File: src/rtl/branch_target_table.sv
// Multi-bank, runtime-loadable branch-target table: combinational read port plus
// a serial loader FSM that fills one bank entry by entry.
module branch_target_table #(
  parameter int ADDR_W    = 5,
  parameter int TARGET_W  = 10,
  parameter int NUM_BANKS = 3,
  localparam int BANK_W   = (NUM_BANKS > 1) ? $clog2(NUM_BANKS) : 1
) (
  input  logic                Clk,
  input  logic                Reset_n,
  input  logic [BANK_W-1:0]   BankSel,
  input  logic [ADDR_W-1:0]   Addr,
  output logic [TARGET_W-1:0] Target,
  output logic                Hit,
  input  logic                LoadStart,
  input  logic [BANK_W-1:0]   LoadBank,
  input  logic [ADDR_W-1:0]   LoadLen,
  input  logic [TARGET_W-1:0] LoadData,
  input  logic                LoadValid,
  output logic                LoadReady,
  input  logic                LoadAbort,
  output logic                LoadDone,
  output logic                LoadErr,
  output logic                Busy,
  output logic [1:0]          DbgState
);

  localparam int DEPTH = 2 ** ADDR_W;
  localparam logic [BANK_W:0] NB     = (BANK_W + 1)'(NUM_BANKS);
  localparam logic [ADDR_W:0] FULL   = (ADDR_W + 1)'(DEPTH);
  localparam logic [ADDR_W:0] ONE    = (ADDR_W + 1)'(1);

  // Load handshake: a data beat transfers on a cycle where LoadValid and
  // LoadReady are both high and LoadAbort is low; LoadReady is high only in LOAD.
  typedef enum logic [1:0] {
    IDLE = 2'd0,
    LOAD = 2'd1,
    DONE = 2'd2
  } state_t;

  state_t state, state_next;

  logic [BANK_W-1:0]   cur_bank;
  logic [ADDR_W:0]     len;
  logic [ADDR_W-1:0]   ptr;
  logic                load_err_q;
  logic [DEPTH-1:0]    valid [NUM_BANKS];
  logic [TARGET_W-1:0] mem   [NUM_BANKS][DEPTH];

  logic                bank_ok;
  logic                start_ok;
  logic                start_bad;
  logic                wr_en;
  logic                last;
  logic                rd_ok;
  logic [BANK_W-1:0]   rd_bank;

  assign bank_ok   = ({1'b0, LoadBank} < NB);
  assign start_ok  = (state == IDLE) && LoadStart && bank_ok;
  assign start_bad = (state == IDLE) && LoadStart && !bank_ok;
  assign wr_en     = (state == LOAD) && LoadValid && !LoadAbort;
  assign last      = ({1'b0, ptr} == (len - ONE));

  always_ff @(posedge Clk or negedge Reset_n) begin
    if (!Reset_n) begin
      state <= IDLE;
    end else begin
      state <= state_next;
    end
  end

  always_comb begin
    state_next = state;
    case (state)
      IDLE: if (start_ok) state_next = LOAD;
      LOAD: begin
        if (LoadAbort) begin
          state_next = IDLE;
        end else if (wr_en && last) begin
          state_next = DONE;
        end
      end
      DONE:    state_next = IDLE;
      default: state_next = IDLE;
    endcase
  end

  always_ff @(posedge Clk or negedge Reset_n) begin
    if (!Reset_n) begin
      cur_bank   <= '0;
      len        <= '0;
      ptr        <= '0;
      load_err_q <= 1'b0;
    end else begin
      load_err_q <= start_bad;
      if (start_ok) begin
        cur_bank <= LoadBank;
        len      <= (LoadLen == '0) ? FULL : {1'b0, LoadLen};
        ptr      <= '0;
      end else if (wr_en) begin
        // A full-depth load wraps ptr to 0 on its last write; DONE follows, so it is never reused.
        ptr <= ptr + 1'b1;
      end
    end
  end

  always_ff @(posedge Clk or negedge Reset_n) begin
    if (!Reset_n) begin
      for (int b = 0; b < NUM_BANKS; b++) valid[b] <= '0;
    end else if (start_ok) begin
      valid[LoadBank] <= '0;
    end else if (wr_en) begin
      valid[cur_bank][ptr] <= 1'b1;
    end
  end

  // Table contents are deliberately left unreset; the valid bits gate every read.
  always_ff @(posedge Clk) begin
    if (wr_en) mem[cur_bank][ptr] <= LoadData;
  end

  // The bank under load is locked only while entries are still arriving;
  // it becomes readable in the DONE cycle.
  assign rd_ok   = ({1'b0, BankSel} < NB);
  assign rd_bank = rd_ok ? BankSel : '0;
  assign Hit     = rd_ok && valid[rd_bank][Addr] && !((state == LOAD) && (BankSel == cur_bank));
  assign Target  = Hit ? mem[rd_bank][Addr] : '0;

  assign LoadReady = (state == LOAD);
  assign LoadDone  = (state == DONE);
  assign LoadErr   = load_err_q;
  assign Busy      = (state != IDLE);
  assign DbgState  = state;

endmodule

File: config.mk
export PLATFORM = sky130hd
export DESIGN_NAME = branch_target_table
export DESIGN_NICKNAME = d
export VERILOG_FILES = /design/src/rtl/branch_target_table.sv
export SDC_FILE = /design/constraint.sdc
export NUM_CORES = 1
export LEC_CHECK = 0
export BUFFER_PORTS_ARGS = -buffer_cell sky130_fd_sc_hd__buf_2
export CORE_MARGIN = 3
export CORE_UTILIZATION = 23
export CTS_CLUSTER_SIZE = 8
export DETAILED_ROUTE_END_ITERATION = 7
export PLACE_DENSITY_LB_ADDON = 0.25
export SLEW_MARGIN = 5
export SYNTH_ARGS = -nofsm -noshare
export SYNTH_HDL_FRONTEND = slang
export SYNTH_SLANG_ARGS = --single-unit
File: constraint.sdc
create_clock -name Clk -period 4.1 [get_ports Clk]
set_input_delay 0.205 -clock Clk [delete_from_list [all_inputs] [get_ports Clk]]
set_output_delay 0.205 -clock Clk [all_outputs]
set_load 0.1 [all_outputs]
==> impl_metrics.tcl, run 1 <==
set metrics [dict create \
    outcome "finished clean" \
    antenna_found_initial 6 \
    met3_usage_pct 2.661 \
    grt_first_pass_wirelength_microns 187600 \
    viasPerCell 4.415 \
    synth_edf_count 960 \
    leakagePower_nw 18.02 \
    syn-cell-area_sq_um 42580 \
    use_met2_pct 22.02 \
    tns_ns 0 \
    antenna_left 0 \
    synth_fp_nets 2620 \
    rsz0062_at_grt "false" \
    synth_warnings 0 \
    reg2reg_slack_ns 1.47 \
    slew_viol_final 0 \
    whs_ns 0.003799 \
    syn_to_final_growth_pct 21.37 \
    fin_crit_sh_pct 96.62 \
    final_common_cell "edfxtp_1" \
    path_clk_slew_ns 0.05 \
    ys_seq_area_share_pct 74.29 \
    drive_gt1_share_pct 20.32 \
    gp_congestion 0.7816 \
    finClkSkew_ns 0.02926 \
    grt_use_met1_pct 18.58 \
    boundaryPins 46 \
    grt_pass1_vias 24570 \
    firstDrtPassIters 5 \
    period_needed_ns 3.961 \
    synthCells 2586 \
    drt-total-wl_microns 131200 \
    cap_violations 0 \
    port_buffers 45 \
    vias 23980 \
    cpPeakStageDelay_ns 0.72 \
    clockBufferDepth 3 \
    dp_cells 5151 \
    clock.fmax_mhz 252.4 \
    busiest_layer "met2" \
    first_iter_violations 2075 \
    cp_slowest_cell "nor4_2" \
    required_ns 3.89 \
    cts_root_buf "clkbuf_16" \
    synth_flop_cell "edfxtp_1" \
    slew-limit-headroom_pct 18.42 \
    rows 157 \
    cts_setup_buffers 0 \
    final_cell_mix "edfxtp_1, nand2_1, buf_4" \
    tightest_slew_ns 1.214 \
    cp-start-kind "flop" \
    cts_made_buffers 153 \
    cts_tree "built" \
    wl_per_cell_microns 24.16 \
    drc 0 \
    crit_fanout 6 \
    crit_chain "nor3_1 -> a21oi_1 -> o22ai_1 -> a22oi_1 -> buf_4 -> o21ai_0 -> a32o_1 -> buf_4 -> nor4_2 -> buf_12" \
    path_class "reg2out" \
    synth-async-reset-ratio_pct 10.45 \
    worst_hold_path_type "in2async" \
    cp-end-kind "output pin" \
    die-area_sq_um 190300 \
    arrival_ns 3.76 \
    power_density_nw_per_um2 493.5 \
    nNetsFinal 2902 \
    synth.avg_cell_area_sq_um 16.46 \
    die_h_microns 436.2 \
    ys_seq_elements 1072 \
    finalSetupViolCount 0 \
    hpwlAfterDp_microns 82050 \
    core_sq_um 183500 \
    h-tree-depth 4 \
    instances_no_fill 5432 \
    synth.distinct_cells 57 \
    worstSkewPairLatency_ns 0.77 \
    grt_max_degree 78 \
    die_x_microns 436.2 \
    initial_core_util_pct 23.21 \
    hold_violations 0 \
    cpMostUsedCell "buf_4" \
    grt_overflow 0 \
    cts_sinks 1072 \
    grt_use_total_pct 13.62 \
    vdd_ir_drop_max_uv 442.4 \
]
## area by class of cell
cell class / instances / area (sq um)
Timing Repair Buffer: 286 / 2422
Inverter: 9 / 33.78
Fill cell: 18500 / 131800
Tap cell: 2464 / 3083
Antenna cell: 1 / 2.502
Clock buffer: 238 / 4200
Clock inverter: 16 / 206.4
Multi-Input combinational cell: 1346 / 10100
Sequential cell: 1072 / 31630
## stage by stage
step / worst slack, ns / cell area (sq um) / utilization [%] / power, W
2_1_floorplan: -0.3902 / 42590 / - / 0.01317
3_3_place_gp: 0.009118 / 47000 / 25.62 / 0.01403
3_5_place_dp: -0.01485 / 47000 / 25.62 / 0.01403
4_1_cts: 0.02758 / 51670 / 28.16 / 0.02585
5_1_grt: 0.02843 / 51670 / 28.16 / 0.02640
6_report: 0.1387 / 51680 / 28.17 / 0.02550
## cell families (layout without fill, tap and decap cells)
logic type / after synthesis / after routing / share of synthesized area [%]
flip-flops: 1072 / 1072 / 74.29
AND/OR/NAND/NOR: 748 / 748 / 7.705
AO/OA/AOI/OAI: 323 / 323 / 5.202
multiplexers: 260 / 260 / 10.34
buffers and inverters: 168 / 549 / 2.110
XOR/XNOR: 10 / 10 / 0.2057
adder cells (fa/ha/maj): 5 / 5 / 0.1469
other: 0 / 1 / 0
## cell usage after synthesis, types with 6 or more instances
cell type  count  area, sq um
buf_2         28        140.1
clkbuf_1      83        311.6
and2_1        10        62.56
inv_1          8        30.03
a31oi_1       24        150.1
o22ai_1       25        156.4
nor4_1        11        68.82
mux2_2         8        90.09
nand3_1       98        490.5
a32oi_1       41        359.1
nor2b_1        8        50.05
nand2b_1       9        56.30
mux4_2       143         3221
o21ai_0       29        145.1
a21oi_1       68        340.3
buf_4         25        187.7
nor4_2         8        100.1
o221ai_1      10        87.58
buf_1          6        22.52
dfrtp_1      112         2803
nand4_1       30        187.7
mux2i_1      109         1091
buf_6         14        157.7
nor2_1       136        510.5
xor2_1         7        61.31
nand2_1      396         1486
nor3_1        18        90.09
a21o_1        97        728.2
edfxtp_1     960        28830
## repair_timing
action / 4_1_cts / 5_1_grt
setup endpoints to repair: 1 / 0
resized for setup: 1 / 0
endpoints found under the hold margin: 288 / 0
hold buffers: 26 / 0
## flip-flops by register name, summed over array words and instances, names as in the netlist
register,cells
LoadErr,1
DbgState,2
mem,960
valid,96
ptr,5
len,6
cur_bank,2
## worst max-delay path: cells and delay by family, from the launching register on
kind / cells / cell delay [ns]
AO/OA/AOI/OAI: 5 / 0.95
buffers and inverters: 3 / 0.62
flip-flops: 1 / 0.58
AND/OR/NAND/NOR: 2 / 0.83
## worst paths after layout
path | start | endpoint | depth (start not counted)
worst min register to register | valid[23] | valid[23] | 1
worst min-delay path | Reset_n | valid[6] | 2
min in group Clk | LoadData[5] | mem[2][265] | 1
worst max register to register | DbgState[0] | mem[2][84] | 7
worst max-delay path | cur_bank[0] | Target[3] | 10
max in group asynchronous | Reset_n | len[3] | 3
## power by group
group	total, W	internal, W	switching [W]
combinational	0.00178	0.000545	0.00123
sequential	0.0120	0.0120	0.0000592
clock	0.0117	0.00699	0.00469
## layer usage
metal	vias up	wire, microns	share of wire (%)
met5	-	0	0
met3	173	6467	4.9
li1	10610	-	-
met2	582	62530	48
met1	12620	59370	45
met4	0	2853	2.2
(Power assumes the default switching activity.)
==> run 2: changes to the inputs <==
--- a/constraint.sdc
+++ b/constraint.sdc
@@ -3,2 +3,2 @@
 set_output_delay 0.205 -clock Clk [all_outputs]
-set_load 0.1 [all_outputs]
+set_load 0.005 [all_outputs]
==> run 2 against run 1 <==
Against the previous run:
- total power is 1.0% lower
- register-to-register slack worse by 0.41 ns
- setup slack better by 0.15 ns
- die area stayed put
- critical path depth is 1 lower
- first-iteration DRC count is 0.96% higher
- sequential power hardly changed
- flip-flop and latch count stayed put
- design area is 0.78% lower
- cell count is 0.33% lower
- highest routed layer is now met5
==> impl_metrics.tcl, run 2 (synthesized netlist as in run 1, its figures left out) <==
set metrics [dict create \
    crit_buf_inv 2 \
    boundaryPins 46 \
    cts_tree "built" \
    hold_buffers 20 \
    firstDrtPassIters 5 \
    initial_core_util_pct 23.21 \
    vias 24230 \
    largestRegisters "mem: 960 flops, valid: 96 flops, len: 6 flops" \
    core_sq_um 183500 \
    cts_root_buf "clkbuf_16" \
    grt_overflow 0 \
    multi_input_area_sq_um 10080 \
    arrival_ns 3.61 \
    crit_chain "nor3_1 -> a21oi_1 -> o22ai_1 -> a22oi_1 -> o21ai_0 -> a32o_1 -> buf_4 -> nor4_2 -> buf_2" \
    die_h_microns 436.2 \
    register_area_sq_um 31630 \
    final_cell_area_sq_um 51270 \
    largest_reg_flops 960 \
    cts-resized-gates 0 \
    die_x_microns 436.2 \
    grt_first_pass_wirelength_microns 186400 \
    viasPerCell 4.476 \
    cp-end-kind "output pin" \
    grt_max_degree 97 \
    whs_path_depth 1 \
    nNetsFinal 2873 \
    dp_cells 5129 \
    cts_sinks 1072 \
    vdd_ir_drop_max_uv 314.0 \
    clock.fmax_mhz 262.4 \
    power_density_nw_per_um2 492.4 \
    clockBufferDepth 3 \
    tns_ns 0 \
    drc 0 \
    fin_crit_sh_pct 92.93 \
    grt_pass1_vias 24600 \
    tightest_slew_ns 1.211 \
    dpl-instance-area_sq_um 46660 \
    cp-start-kind "flop" \
    slew_viol_final 0 \
    fillers 18610 \
    drt-total-wl_microns 130100 \
    largest-register "mem" \
    drive_gt1_share_pct 19.53 \
    p_total_w 0.02525 \
    h-tree-depth 4 \
    instances_no_fill 5414 \
    leakagePower_nw 17.84 \
    path_class "reg2out" \
    finClkSkew_ns 0.01919 \
    antenna_found_initial 6 \
    period_needed_ns 3.810 \
    cts_setup_buffers 0 \
    syn_to_final_growth_pct 20.42 \
    required_ns 3.89 \
    slew-limit-headroom_pct 18.63 \
    cp_slowest_cell "nor4_2" \
    rows 157 \
    port_buffers 45 \
    reg2regPathDepth 5 \
    rsz0062_at_grt "false" \
    final_cell_mix "edfxtp_1, nand2_1, buf_4" \
    wl_per_cell_microns 24.04 \
    antenna_left 0 \
    finalSetupViolCount 0 \
    cp_num_cells 9 \
    first_iter_violations 2095 \
    cp_top_family "compound AO/OA/AOI/OAI gates" \
    cap_violations 0 \
    worst_hold_path_type "in2reg" \
    grt_use_total_pct 13.52 \
    hpwlAfterDp_microns 80990 \
    final_common_cell "edfxtp_1" \
    die-area_sq_um 190300 \
    hold_violations 0 \
    cpPeakStageDelay_ns 0.59 \
    gp_congestion 0.7803 \
    cts_made_buffers 152 \
    path_clk_slew_ns 0.05 \
    whs_ns 0.04230 \
    worstSkewPairLatency_ns 0.76 \
    outcome "finished clean" \
    crit_fanout 11 \
]
==> run 2: routing by layer <==
metal	routed length (microns)	track usage, %
met5	13	0
met4	3073	4.178
met3	6109	1.852
met2	61490	21.70
met1	59460	18.94
==> run 2: worst paths after layout <==
path / from / end / slack (ns)
worst max-delay path: cur_bank[0] / Target[7] / 0.29
worst min-delay path: LoadData[9] / mem[2][49] / 0.04
worst max register to register: ptr[4] / mem[1][257] / 1.06
worst min register to register: valid[18] / valid[18] / 0.47
max in group asynchronous: Reset_n / LoadErr / 2.96
min in group asynchronous: Reset_n / valid[13] / 0.09
==> run 2: worst register-to-register path, cell delays in order, from the launching register on <==
cell	delay, ns
dfrtp_1	0.44
buf_4	0.20
nor3b_1	0.77
nand2_1	0.38
nor2_1	0.64
buf_4	0.30
==> run 2: stage by stage <==
step	setup slack, ns	util, %
floorplan	1.619	-
global placement	0.5816	25.43
detailed placement	0.4985	25.43
CTS	0.1847	27.94
global route	0.1394	27.94
finish	0.2897	27.94
==> run 2: where the power goes <==
group	internal, W	switching (W)
Sequential	0.0120	0.0000579
Clock	0.00708	0.00459
Combinational	0.000476	0.00106
==> run 2: layout make-up <==
type                       instances  share of cell area (%)
sequential                      1072                   61.69
multi-input combinational       1346                   19.65
clock buffer                     250                   8.385
tap                             2464                   6.013
timing repair buffer             258                   3.973
clock inverter                     9                  0.1903
inverter                           9                 0.06589
antenna                            6                 0.02928
==> run 3: changes to the inputs <==
--- a/config.mk
+++ b/config.mk
@@ -12,4 +12,4 @@
 export DETAILED_ROUTE_END_ITERATION = 7
+export MAX_ROUTING_LAYER = met4
 export PLACE_DENSITY_LB_ADDON = 0.25
-export SLEW_MARGIN = 5
 export SYNTH_ARGS = -nofsm -noshare
==> constraint.sdc (replaced) <==
create_clock -name Clk -period 4.1 [get_ports Clk]
set_input_delay 0 -clock Clk [delete_from_list [all_inputs] [get_ports Clk]]
set_output_delay 0 -clock Clk [all_outputs]
set_load 0.005 [all_outputs]
==> run 3 against run 2 <==
Against the previous run:
- critical path depth rose by 1
- critical endpoint is now Target[9]
- clock power about the same
- core utilization up 0.10 points
- flip-flop and latch count unchanged
- global-route usage up 0.47 points
- sequential share of layout area shrank 0.22 points
- combinational power barely moved
- worst hold slack worse by 0.028 ns
- cell count increased by 0.28%
- sequential power is essentially flat
- clock skew grew 0.014 ns
==> impl_metrics.tcl, run 3 (synthesized netlist as in run 1, its figures left out) <==
set metrics [dict create \
    outcome "finished clean" \
    final_util_pct 28.05 \
    period_needed_ns 3.658 \
    clock_power_share_pct 46.2 \
    slew-limit-headroom_pct 8.585 \
    cts_setup_buffers 0 \
    syn_to_final_growth_pct 20.86 \
    finalSetupViolCount 0 \
    finClkSkew_ns 0.03316 \
    dpl_worst_slack_ns 0.4198 \
    antenna_left 0 \
    die-area_sq_um 190300 \
    cts_made_buffers 153 \
    viasPerCell 4.438 \
    drt-total-wl_microns 130400 \
    cap_violations 0 \
    grt_max_degree 87 \
    p_comb_share_pct 6.2 \
    clockBufferDepth 3 \
    final_cell_mix "edfxtp_1, nand2_1, buf_4" \
    rows 157 \
    worstSkewPairLatency_ns 0.76 \
    die_x_microns 436.2 \
    cts_tree "built" \
    tightest_slew_ns 1.361 \
    grt_overflow 0 \
    power_density_nw_per_um2 491.9 \
    reg2regPathDepth 6 \
    core_sq_um 183500 \
    fin_crit_sh_pct 89.23 \
    vdd_ir_drop_max_uv 326.0 \
    swShare_pct 22.95 \
    cts_root_buf "clkbuf_16" \
    initial_core_util_pct 23.21 \
    hold_violations 0 \
    wl_per_cell_microns 24.02 \
    grt_pass1_vias 24490 \
    hpwlAfterDp_microns 80880 \
    path_class "reg2out" \
    cts_sinks 1072 \
    p_seq_share_pct 47.6 \
    setup_ws_ns 0.4415 \
    tns_ns 0 \
    gp_congestion 0.8041 \
    cp-end-kind "output pin" \
    drc 0 \
    rsz0062_at_grt "false" \
    rr_endpoint "DbgState[0]" \
    vias 24090 \
    cts-resized-gates 0 \
    power_switching_w 0.005809 \
    crit_fanout 5 \
    worst_hold_path_type "in2async" \
    drive_gt1_share_pct 19.41 \
    required_ns 4.10 \
    internal_power_w 0.01950 \
    largest_reg_flops 960 \
    leakagePower_nw 17.90 \
    boundaryPins 46 \
    r2r-start "ptr[2]" \
    grt_first_pass_wirelength_microns 186300 \
    path_clk_slew_ns 0.05 \
    reg2reg_slack_ns 1.33 \
    arrival_ns 3.66 \
    h-tree-depth 4 \
    cp-start-kind "flop" \
    dp_cells 5124 \
    hold_buffers 37 \
    slew_viol_final 0 \
    instances_no_fill 5429 \
    largest-register "mem" \
    p_total_w 0.02531 \
    nNetsFinal 2886 \
    first_iter_violations 1962 \
    port_buffers 45 \
    antenna_found_initial 8 \
    die_h_microns 436.2 \
    largestRegisters "mem: 960 flops, valid: 96 flops, len: 6 flops" \
    firstDrtPassIters 7 \
    clock.fmax_mhz 273.3 \
    final_common_cell "edfxtp_1" \
    grt_use_total_pct 13.99 \
]
[run 3: worst max path at each step]
stage	start	end	slack (ns)	depth (start not counted)
2_1_floorplan	DbgState[0]	mem[0][280]	1.62	6
3_3_place_gp	BankSel[1]	Target[8]	0.43	12
3_5_place_dp	BankSel[1]	Target[8]	0.42	12
4_1_cts	DbgState[0]	Target[9]	0.33	10
5_1_grt	DbgState[0]	Target[9]	0.33	10
6_report	DbgState[0]	Target[9]	0.44	10
[run 3: metal layers]
metal  GRT usage [%]  routed length, microns  vias to the layer above
li1                -                       -                    10600
met1           18.16                   57660                    12650
met2           21.79                   61670                      630
met3           3.045                    7183                      220
met4           4.507                    3878                        0
met5               -                       0                        -
[run 3: stage by stage]
stage / instance area (sq um) / hold WS, ns
6_report: 51460 / 0.01400
3_3_place_gp: 46620 / 0.2116
5_1_grt: 51450 / 0.05725
3_5_place_dp: 46620 / 0.2109
2_1_floorplan: 42580 / -0.2956
4_1_cts: 51440 / 0.007408
[run 3: power groups by stage]
stage               registers, W  clock network, W  logic, W
global route              0.0120            0.0125   0.00170
detailed placement        0.0122                 0   0.00157
global placement          0.0122                 0   0.00156
floorplan                 0.0122                 0  0.000790
finish                    0.0120            0.0117   0.00157
CTS                       0.0120            0.0120   0.00161
[run 3: final cells by class]
type | instances | area (sq um)
clock buffers | 250 | 4234
diodes | 3 | 7.507
fillers | 18580 | 132000
multi-input cells | 1346 | 10080
flip-flops and latches | 1072 | 31630
clock inverters | 15 | 216.5
well taps | 2464 | 3083
inverters | 9 | 33.78
repair buffers | 270 | 2170
[run 3: worst max-delay path: stages (launching register included)]
cell and delay (ns):
dfrtp_1 0.41, inv_1 0.11, nor2_1 0.06, buf_4 0.17
a22oi_1 0.40, nand4_1 0.21, a32o_1 0.30, buf_4 0.18
nor4_1 0.71, buf_4 0.23, buf_2 0.11
